**src/rtl/imem_loader.sv**
```systemverilog
// Instruction-memory loader.
// Assembles a stream of serial bytes into little-endian 32-bit words and writes
// them into consecutive instruction-memory addresses. The word count is taken
// when a session starts and is limited to the memory depth.
module imem_loader #(
  parameter int unsigned DEPTH  = 64,
  parameter int unsigned ADDR_W = 6
) (
  input  logic              clk,
  input  logic              rst_n,
  input  logic              start,
  input  logic [ADDR_W:0]   word_count,
  input  logic [7:0]        byte_in,
  input  logic              byte_valid,
  output logic              byte_ready,
  output logic              we,
  output logic [ADDR_W-1:0] waddr,
  output logic [31:0]       wdata,
  output logic              busy,
  output logic              done
);

  localparam int unsigned CntW = ADDR_W + 1;
  localparam logic [ADDR_W:0] DepthCnt = CntW'(DEPTH);

  typedef enum logic [1:0] {
    StIdle,
    StRecv,
    StWrite,
    StDone
  } state_e;

  state_e            state_q, state_d;
  logic [ADDR_W:0]   count_q, count_d;   // words to write this session
  logic [ADDR_W:0]   words_q, words_d;   // words written so far
  logic [1:0]        byte_cnt_q, byte_cnt_d;
  logic [31:0]       asm_q, asm_d;
  logic [ADDR_W-1:0] waddr_q, waddr_d;
  logic [31:0]       wdata_q, wdata_d;

  // Next-state and output decode.
  always_comb begin
    state_d    = state_q;
    count_d    = count_q;
    words_d    = words_q;
    byte_cnt_d = byte_cnt_q;
    asm_d      = asm_q;
    waddr_d    = waddr_q;
    wdata_d    = wdata_q;
    byte_ready = 1'b0;
    we         = 1'b0;
    busy       = 1'b0;
    done       = 1'b0;

    unique case (state_q)
      StIdle, StDone: begin
        done = (state_q == StDone);
        if (start) begin
          if (word_count == '0) begin
            state_d = StDone;
          end else begin
            state_d    = StRecv;
            count_d    = (word_count > DepthCnt) ? DepthCnt : word_count;
            words_d    = '0;
            byte_cnt_d = '0;
            asm_d      = '0;
            waddr_d    = '0;
          end
        end
      end
      StRecv: begin
        byte_ready = 1'b1;
        busy       = 1'b1;
        if (byte_valid) begin
          asm_d[byte_cnt_q*8 +: 8] = byte_in;
          byte_cnt_d               = byte_cnt_q + 2'd1;
          if (byte_cnt_q == 2'd3) begin
            // Word is complete: present it on wdata for the write cycle.
            wdata_d = {byte_in, asm_q[23:0]};
            state_d = StWrite;
          end
        end
      end
      StWrite: begin
        we      = 1'b1;
        busy    = 1'b1;
        words_d = words_q + CntW'(1);
        if (words_d == count_q) begin
          state_d = StDone;
        end else begin
          state_d    = StRecv;
          waddr_d    = waddr_q + ADDR_W'(1);
          byte_cnt_d = '0;
        end
      end
      default: state_d = StIdle;
    endcase
  end

  // State registers with asynchronous reset.
  always_ff @(posedge clk or negedge rst_n) begin
    if (!rst_n) begin
      state_q    <= StIdle;
      count_q    <= '0;
      words_q    <= '0;
      byte_cnt_q <= '0;
      asm_q      <= '0;
      waddr_q    <= '0;
      wdata_q    <= '0;
    end else begin
      state_q    <= state_d;
      count_q    <= count_d;
      words_q    <= words_d;
      byte_cnt_q <= byte_cnt_d;
      asm_q      <= asm_d;
      waddr_q    <= waddr_d;
      wdata_q    <= wdata_d;
    end
  end

  assign waddr = waddr_q;
  assign wdata = wdata_q;

endmodule
```
**config.mk**
```make
export PLATFORM = sky130hd
export DESIGN_NAME = imem_loader
export DESIGN_NICKNAME = d
export VERILOG_FILES = /design/src/rtl/imem_loader.sv
export SDC_FILE = /design/constraint.sdc
export NUM_CORES = 1
export LEC_CHECK = 0
export ABC_AREA = 1
export ABC_CLOCK_PERIOD_IN_PS = 2270
export CORE_MARGIN = 2
export CORE_UTILIZATION = 45
export CTS_CLUSTER_DIAMETER = 30
export DETAILED_ROUTE_END_ITERATION = 10
export PLACE_DENSITY = 0.69
export SETUP_SLACK_MARGIN = 0.2
export SYNTH_ARGS = -nofsm -noshare
export SYNTH_HDL_FRONTEND = slang
export SYNTH_SLANG_ARGS = --single-unit
```
**constraint.sdc**
```tcl
create_clock -name clk -period 2.27 [get_ports clk]
set_input_delay 0.3405 -clock clk [delete_from_list [all_inputs] [get_ports clk]]
set_output_delay 0.3405 -clock clk [all_outputs]
set_load 0.005 [all_outputs]
```
==> results of run 1 <==
==> metal layers <==
metal | track usage | routed length [µm]
met5 | 0 | 0
met4 | 0.0713 | 137
met3 | 0.0471 | 374
met2 | 0.301 | 3700
met1 | 0.275 | 3720
==> synthesized netlist by cell type <==
| cell | instances |
|---|---|
| clkbuf_1 | 2 |
| nor2_1 | 27 |
| nand2_1 | 128 |
| nand3_1 | 27 |
| o21a_1 | 1 |
| o21ai_1 | 4 |
| nor3b_1 | 1 |
| nor3_1 | 2 |
| buf_4 | 1 |
| xnor2_1 | 1 |
| buf_2 | 4 |
| nand2_4 | 1 |
| nand2_2 | 1 |
| or2_2 | 1 |
| inv_1 | 44 |
| nor4_2 | 1 |
| nor2_2 | 1 |
| buf_6 | 1 |
| dfrtp_1 | 80 |
| xor2_1 | 1 |
| nand4_1 | 2 |
| ha_1 | 10 |
| nor2_4 | 1 |
| o21ai_0 | 39 |
| nand3_2 | 1 |
| a21oi_1 | 2 |
| mux2_2 | 26 |
| o22ai_1 | 2 |
| nor3_2 | 1 |
==> layout by cell type (no fill, tap or decap), types with 2 or more instances in the layout <==
master / Yosys / routed
nand2_1: 128 / 127
dfrtp_1: 80 / 80
clkdlybuf4s50_1: 0 / 59
inv_1: 44 / 43
o21ai_0: 39 / 39
nor2_1: 27 / 27
nand3_1: 27 / 27
mux2_2: 26 / 26
buf_4: 1 / 16
clkbuf_8: 0 / 10
ha_1: 10 / 8
o21ai_1: 4 / 4
nor3_1: 2 / 2
nand4_1: 2 / 2
a21oi_1: 2 / 2
nand2_2: 1 / 2
o22ai_1: 2 / 2
ha_4: 0 / 2
clkinvlp_4: 0 / 2
clkinv_2: 0 / 2
==> final cells by class <==
type	instances	share of cell area
clock inverter	5	0.00717
sequential	80	0.425
multi-input combinational	281	0.325
timing repair buffer	75	0.151
clock buffer	10	0.0292
tap	105	0.0279
inverter	44	0.0351
==> stage by stage <==
stage	area, µm²	worst slack (ps)	util	instances	hold WS [ps]
floorplan	3710	575	-	413	44.9
global placement	4490	316	0.555	582	448
detailed placement	4490	269	0.555	582	452
CTS	4680	147	0.579	600	64.7
global route	4710	141	0.582	600	101
finish	4710	241	0.582	600	26.7
==> sequential cells by signal, summed over array words and instances (netlist names) <==
signal / flops
asm_q: 24
byte_cnt_q: 2
count_q: 7
state_q: 2
waddr: 6
wdata: 32
words_q: 7
==> power groups by stage <==
stage	Clock (mW)	Combinational (mW)	Sequential, mW
after floorplan	0	0.916	1.71
after global placement	0	1.44	1.74
after detailed placement	0	1.46	1.74
after CTS	0.958	1.52	1.71
after global routing	1.02	1.77	1.74
final	0.934	1.55	1.71
==> logic make-up (layout without fill, tap and decap cells) <==
kind of cell,count (synthesis),in the layout,synth area share
flip-flops,80,80,0.539
adder cells (fa/ha/maj),10,10,0.0337
AND/OR/NAND/NOR,195,195,0.221
multiplexers,26,26,0.0788
XOR/XNOR,2,2,0.00472
buffers and inverters,52,134,0.0569
AO/OA/AOI/OAI,48,48,0.0660
==> how the worst min path moves through the flow <==
stage / endpoint / start / cells past startpoint / slack (ps)
global route: words_q[2]$_DFFE_PN0P_ / rst_n / 1 / 100
detailed placement: words_q[2]$_DFFE_PN0P_ / rst_n / 1 / 450
finish: words_q[2]$_DFFE_PN0P_ / rst_n / 1 / 30
CTS: words_q[2]$_DFFE_PN0P_ / rst_n / 1 / 60
floorplan: asm_q[0]$_DFFE_PN0P_ / rst_n / 0 / 40
global placement: count_q[2]$_DFFE_PN0P_ / rst_n / 1 / 450
==> critical path, stage by stage, from the launching register on <==
cell             delay [ps]
dfrtp_1                 400
inv_1                   110
ha_4                    230
inv_2                   100
clkdlybuf4s50_1         510
==> timing repair <==
action,CTS,global route
resized for setup,2,3
setup buffers,3,0
endpoints found under the setup margin,2,10
cloned,0,0
==> flow_summary.toml, run 1 <==
[route]
drc = 0
detail-route-antenna-nets = 0
drt_first_pass_iters = 4
wl_per_cell_um = 13.2
vias_per_cell = 5.03
routed_wl_mm = 7.93
drtIter0Drc = 146
dr_total_vias = 3016

[yosys]
syn_avg_cell_area_um2 = 8.99
yosys_warnings = 0
yosysSeqAreaShare = 0.539
ys_top_cells_by_area = "dfrtp_1 54%, nand2_1 13%, mux2_2 7.9%, o21ai_0 5.3%, inv_1 4.4%"
synth.distinct_cells = 29
synth_top_area_share = 0.539
synth_nets = 442
yosysTopAreaCell = "dfrtp_1"
syn_inst = 413
syn_area_um2 = 3710
synth-seq-cells = 80

[layout]
fin_nets = 520
areaGrowthSynthToFinish_pct = 26.8
regArea_um2 = 2000
multiInputGateArea_um2 = 1530
drive_gt1_frac = 0.139
fillers = 735
insertedDiodeCount = 0

[floorplan]
die_h_um = 94.9
row_count = 33
core_um2 = 8090
die_area_um2 = 9000
initial_core_util = 0.459
io_pins = 61
die_x_um = 94.9

[worst_setup_path]
reg2reg_slack_ps = 420
r2r.worst_path.cells = 10
reg2reg_from = "words_q[0]$_DFFE_PN0P_"
critPathKind = "register to primary output"
worstReg2RegEnd = "waddr[5]$_DFFE_PN0P_"
startpoint_type = "register"
arrival_ps = 1690
worstSetupEndpoint = "busy"
crit_path_start = "state_q[0]$_DFFE_PN0P_"
critPathMaxFanout = 5
endpoint_kind = "primary output"
cp.required_ps = 1930

[grt]
grt_pass1_vias = 2997
overflow = 0
grt_max_degree = 60
antenna_found_initial = 0
grt_pass1_wl_mm = 13.7
track_usage = 0.197

[cts]
cts_root_buf = "clkbuf_8"
cts_buffers = 9
htreeDepth = 3
ctsHoldBuffers = 0
tritoncts = "yes"
clock_latency_ps = 360
clockBufferDepth = 2
clkSinkCount = 80
cts.clk_slew.worst_paths_ps = 80

[power_and_ir_drop]
pwr-share-seq = 0.408
p_comb_frac = 0.370
leakagePower_nw = 2.27
p_int_mw = 2.65
p_switching_mw = 1.55
power.share.clock = 0.223
powerDensity_nw_per_um2 = 891
p_sw_frac = 0.369
vdd_drop_max_uv = 415
p_total_mw = 4.20

[flow_run]
cap_violations = 0

[timing]
slew_violations = 0
hold_viol_final = 0
fin_crit_ps = 2030
rsz0062_at_grt = "yes"
worst_pin_slew_ps = 746
fmax_mhz = 493
fin_crit_sh = 0.894
setup-violations-final = 0
finalClockSkew_ps = 8.11
tns_ps = 0
slew_headroom = 0.503

[outcome]
outcome = "completed"

[worst_hold_path]
hold_path.class = "input port to async pin"

[placed_design]
portBuffers = 60
place_congestion = 0.876
hpwl_mm = 5.84
Power figures use the tool's default switching activity.
==> run 2, diff against run 1 <==
Settings changed: GPL_TIMING_DRIVEN set to 0.
==> flow_summary.toml, run 2 (synthesis results as in run 1) <==
[grt]
antenna_found_initial = 0
track_usage = 0.200
grt_pass1_vias = 2957
grt_max_degree = 43
grt_pass1_wl_mm = 13.7
overflow = 0

[placed_design]
post-place-ws_ps = 88.8
hpwl_mm = 5.91
place_congestion = 0.854
portBuffers = 60
place_inst = 579

[power_and_ir_drop]
p_int_mw = 2.87
p_sw_frac = 0.364
leakagePower_nw = 2.29
p_comb_frac = 0.359
power.share.clock = 0.260
powerDensity_nw_per_um2 = 939
vdd_drop_max_uv = 494
p_switching_mw = 1.64
pwr-share-seq = 0.381

[timing]
worst_slack_ps = 284
fmax_mhz = 503
worst_pin_slew_ps = 573
fin_crit_ps = 1990
fin_crit_sh = 0.875
slew_headroom = 0.618
slew_violations = 0
setup-violations-final = 0
tns_ps = 0
hold_viol_final = 0
finalClockSkew_ps = 9.09
rsz0062_at_grt = "yes"

[cts]
htreeDepth = 3
clock_latency_ps = 360
clockBufferDepth = 2
cts_root_buf = "clkbuf_8"
cts.clk_slew.worst_paths_ps = 80
clkSinkCount = 80
cts_buffers = 9
tritoncts = "yes"

[route]
dr_total_vias = 2972
routed_wl_mm = 8.07
vias_per_cell = 4.96
drc = 0
drt_first_pass_iters = 4
detail-route-antenna-nets = 0
drtIter0Drc = 142
wl_per_cell_um = 13.5

[worst_setup_path]
reg2reg_from = "state_q[0]$_DFFE_PN0P_"
startpoint_type = "register"
crit_slowest_cell = "clkdlybuf4s50_1"
arrival_ps = 1650
crit_chain = "inv_1 > ha_4 > clkdlybuf4s50_1"
cp.required_ps = 1930
max_stage_delay_ps = 520
endpoint_kind = "primary output"
crit_buf_inv = 2
critPathKind = "register to primary output"
crit_family = "buffers and inverters"
critPathMaxFanout = 8
crit_path_start = "state_q[1]$_DFFE_PN0P_"

[floorplan]
die_x_um = 94.9
die_area_um2 = 9000
core_um2 = 8090
initial_core_util = 0.459
io_pins = 61
die_h_um = 94.9
row_count = 33

[layout]
insertedDiodeCount = 0
layout.cells.non_filler = 599
multiInputGateArea_um2 = 1580
finalCoreUtilization = 0.594
layout_common_cells = "128 x nand2_1, 78 x dfrtp_1, 58 x clkdlybuf4s50_1, 41 x inv_1, 39 x o21ai_0"
areaGrowthSynthToFinish_pct = 29.4
largest_reg_flops = 32
fin_nets = 518
drive_gt1_frac = 0.150
regArea_um2 = 2000
final_common_cell = "nand2_1"
fillers = 745

[worst_hold_path]
hold_path.class = "input port to async pin"

[flow_run]
cap_violations = 0

[outcome]
outcome = "completed"
[run 2: what timing repair did]
item | in CTS | in global routing
hold buffers | 1 | 0
hold endpoints to repair | 38 | 0
setup buffers | 3 | 0
endpoints found under the setup margin | 4 | 34
resized for setup | 4 | 16
[run 2: power groups by stage]
stage | Clock [mW] | Combinational, mW | Sequential, mW
after floorplan | 0 | 0.916 | 1.71
after global placement | 0 | 1.40 | 1.73
after detailed placement | 0 | 1.44 | 1.74
after CTS | 1.19 | 1.51 | 1.71
after global routing | 1.25 | 1.84 | 1.74
final | 1.17 | 1.62 | 1.72
[run 2: worst paths after layout]
path,endpoint,cells after the start,slack [ps]
min,count_q[0]$_DFFE_PN0P_,2,480
min in group clk,asm_q[11]$_DFFE_PN0P_,2,490
max,byte_ready,3,280
max in group asynchronous,state_q[1]$_DFFE_PN0P_,3,1190
max reg2reg,asm_q[16]$_DFFE_PN0P_,9,390
min reg2reg,asm_q[11]$_DFFE_PN0P_,2,490
[run 2: cell type report]
cell class / count / area share
sequential: 80 / 0.417
inverter: 44 / 0.0344
timing repair buffer: 65 / 0.136
tap: 105 / 0.0273
buffer: 8 / 0.00963
multi-input combinational: 281 / 0.330
clock inverter: 5 / 0.0167
clock buffer: 11 / 0.0294
[run 2: worst reg2reg max path, cell delays in order, from the launching register on]
cell	delay (ps)
dfrtp_1	410
buf_4	160
ha_4	190
inv_1	200
o21ai_0	110
inv_1	150
nand3_2	200
buf_4	230
nand2_1	60
o21ai_0	70
[run 2: through the flow]
stage	instance area (µm²)	hold slack, ps	power [mW]
after floorplan	3710	44.9	2.63
final	4810	481	4.51
after detailed placement	4460	350	3.18
after CTS	4730	495	4.41
after global routing	4810	519	4.83
after global placement	4450	470	3.13
[run 2: metal layers]
metal | GRT usage | part of all wire | vias up
met1 | 0.260 | 0.47 | 1421
met2 | 0.323 | 0.47 | 69
met5 | 0 | 0 | -
met4 | 0.0857 | 0.017 | 0
li1 | - | - | 1472
met3 | 0.0447 | 0.043 | 10
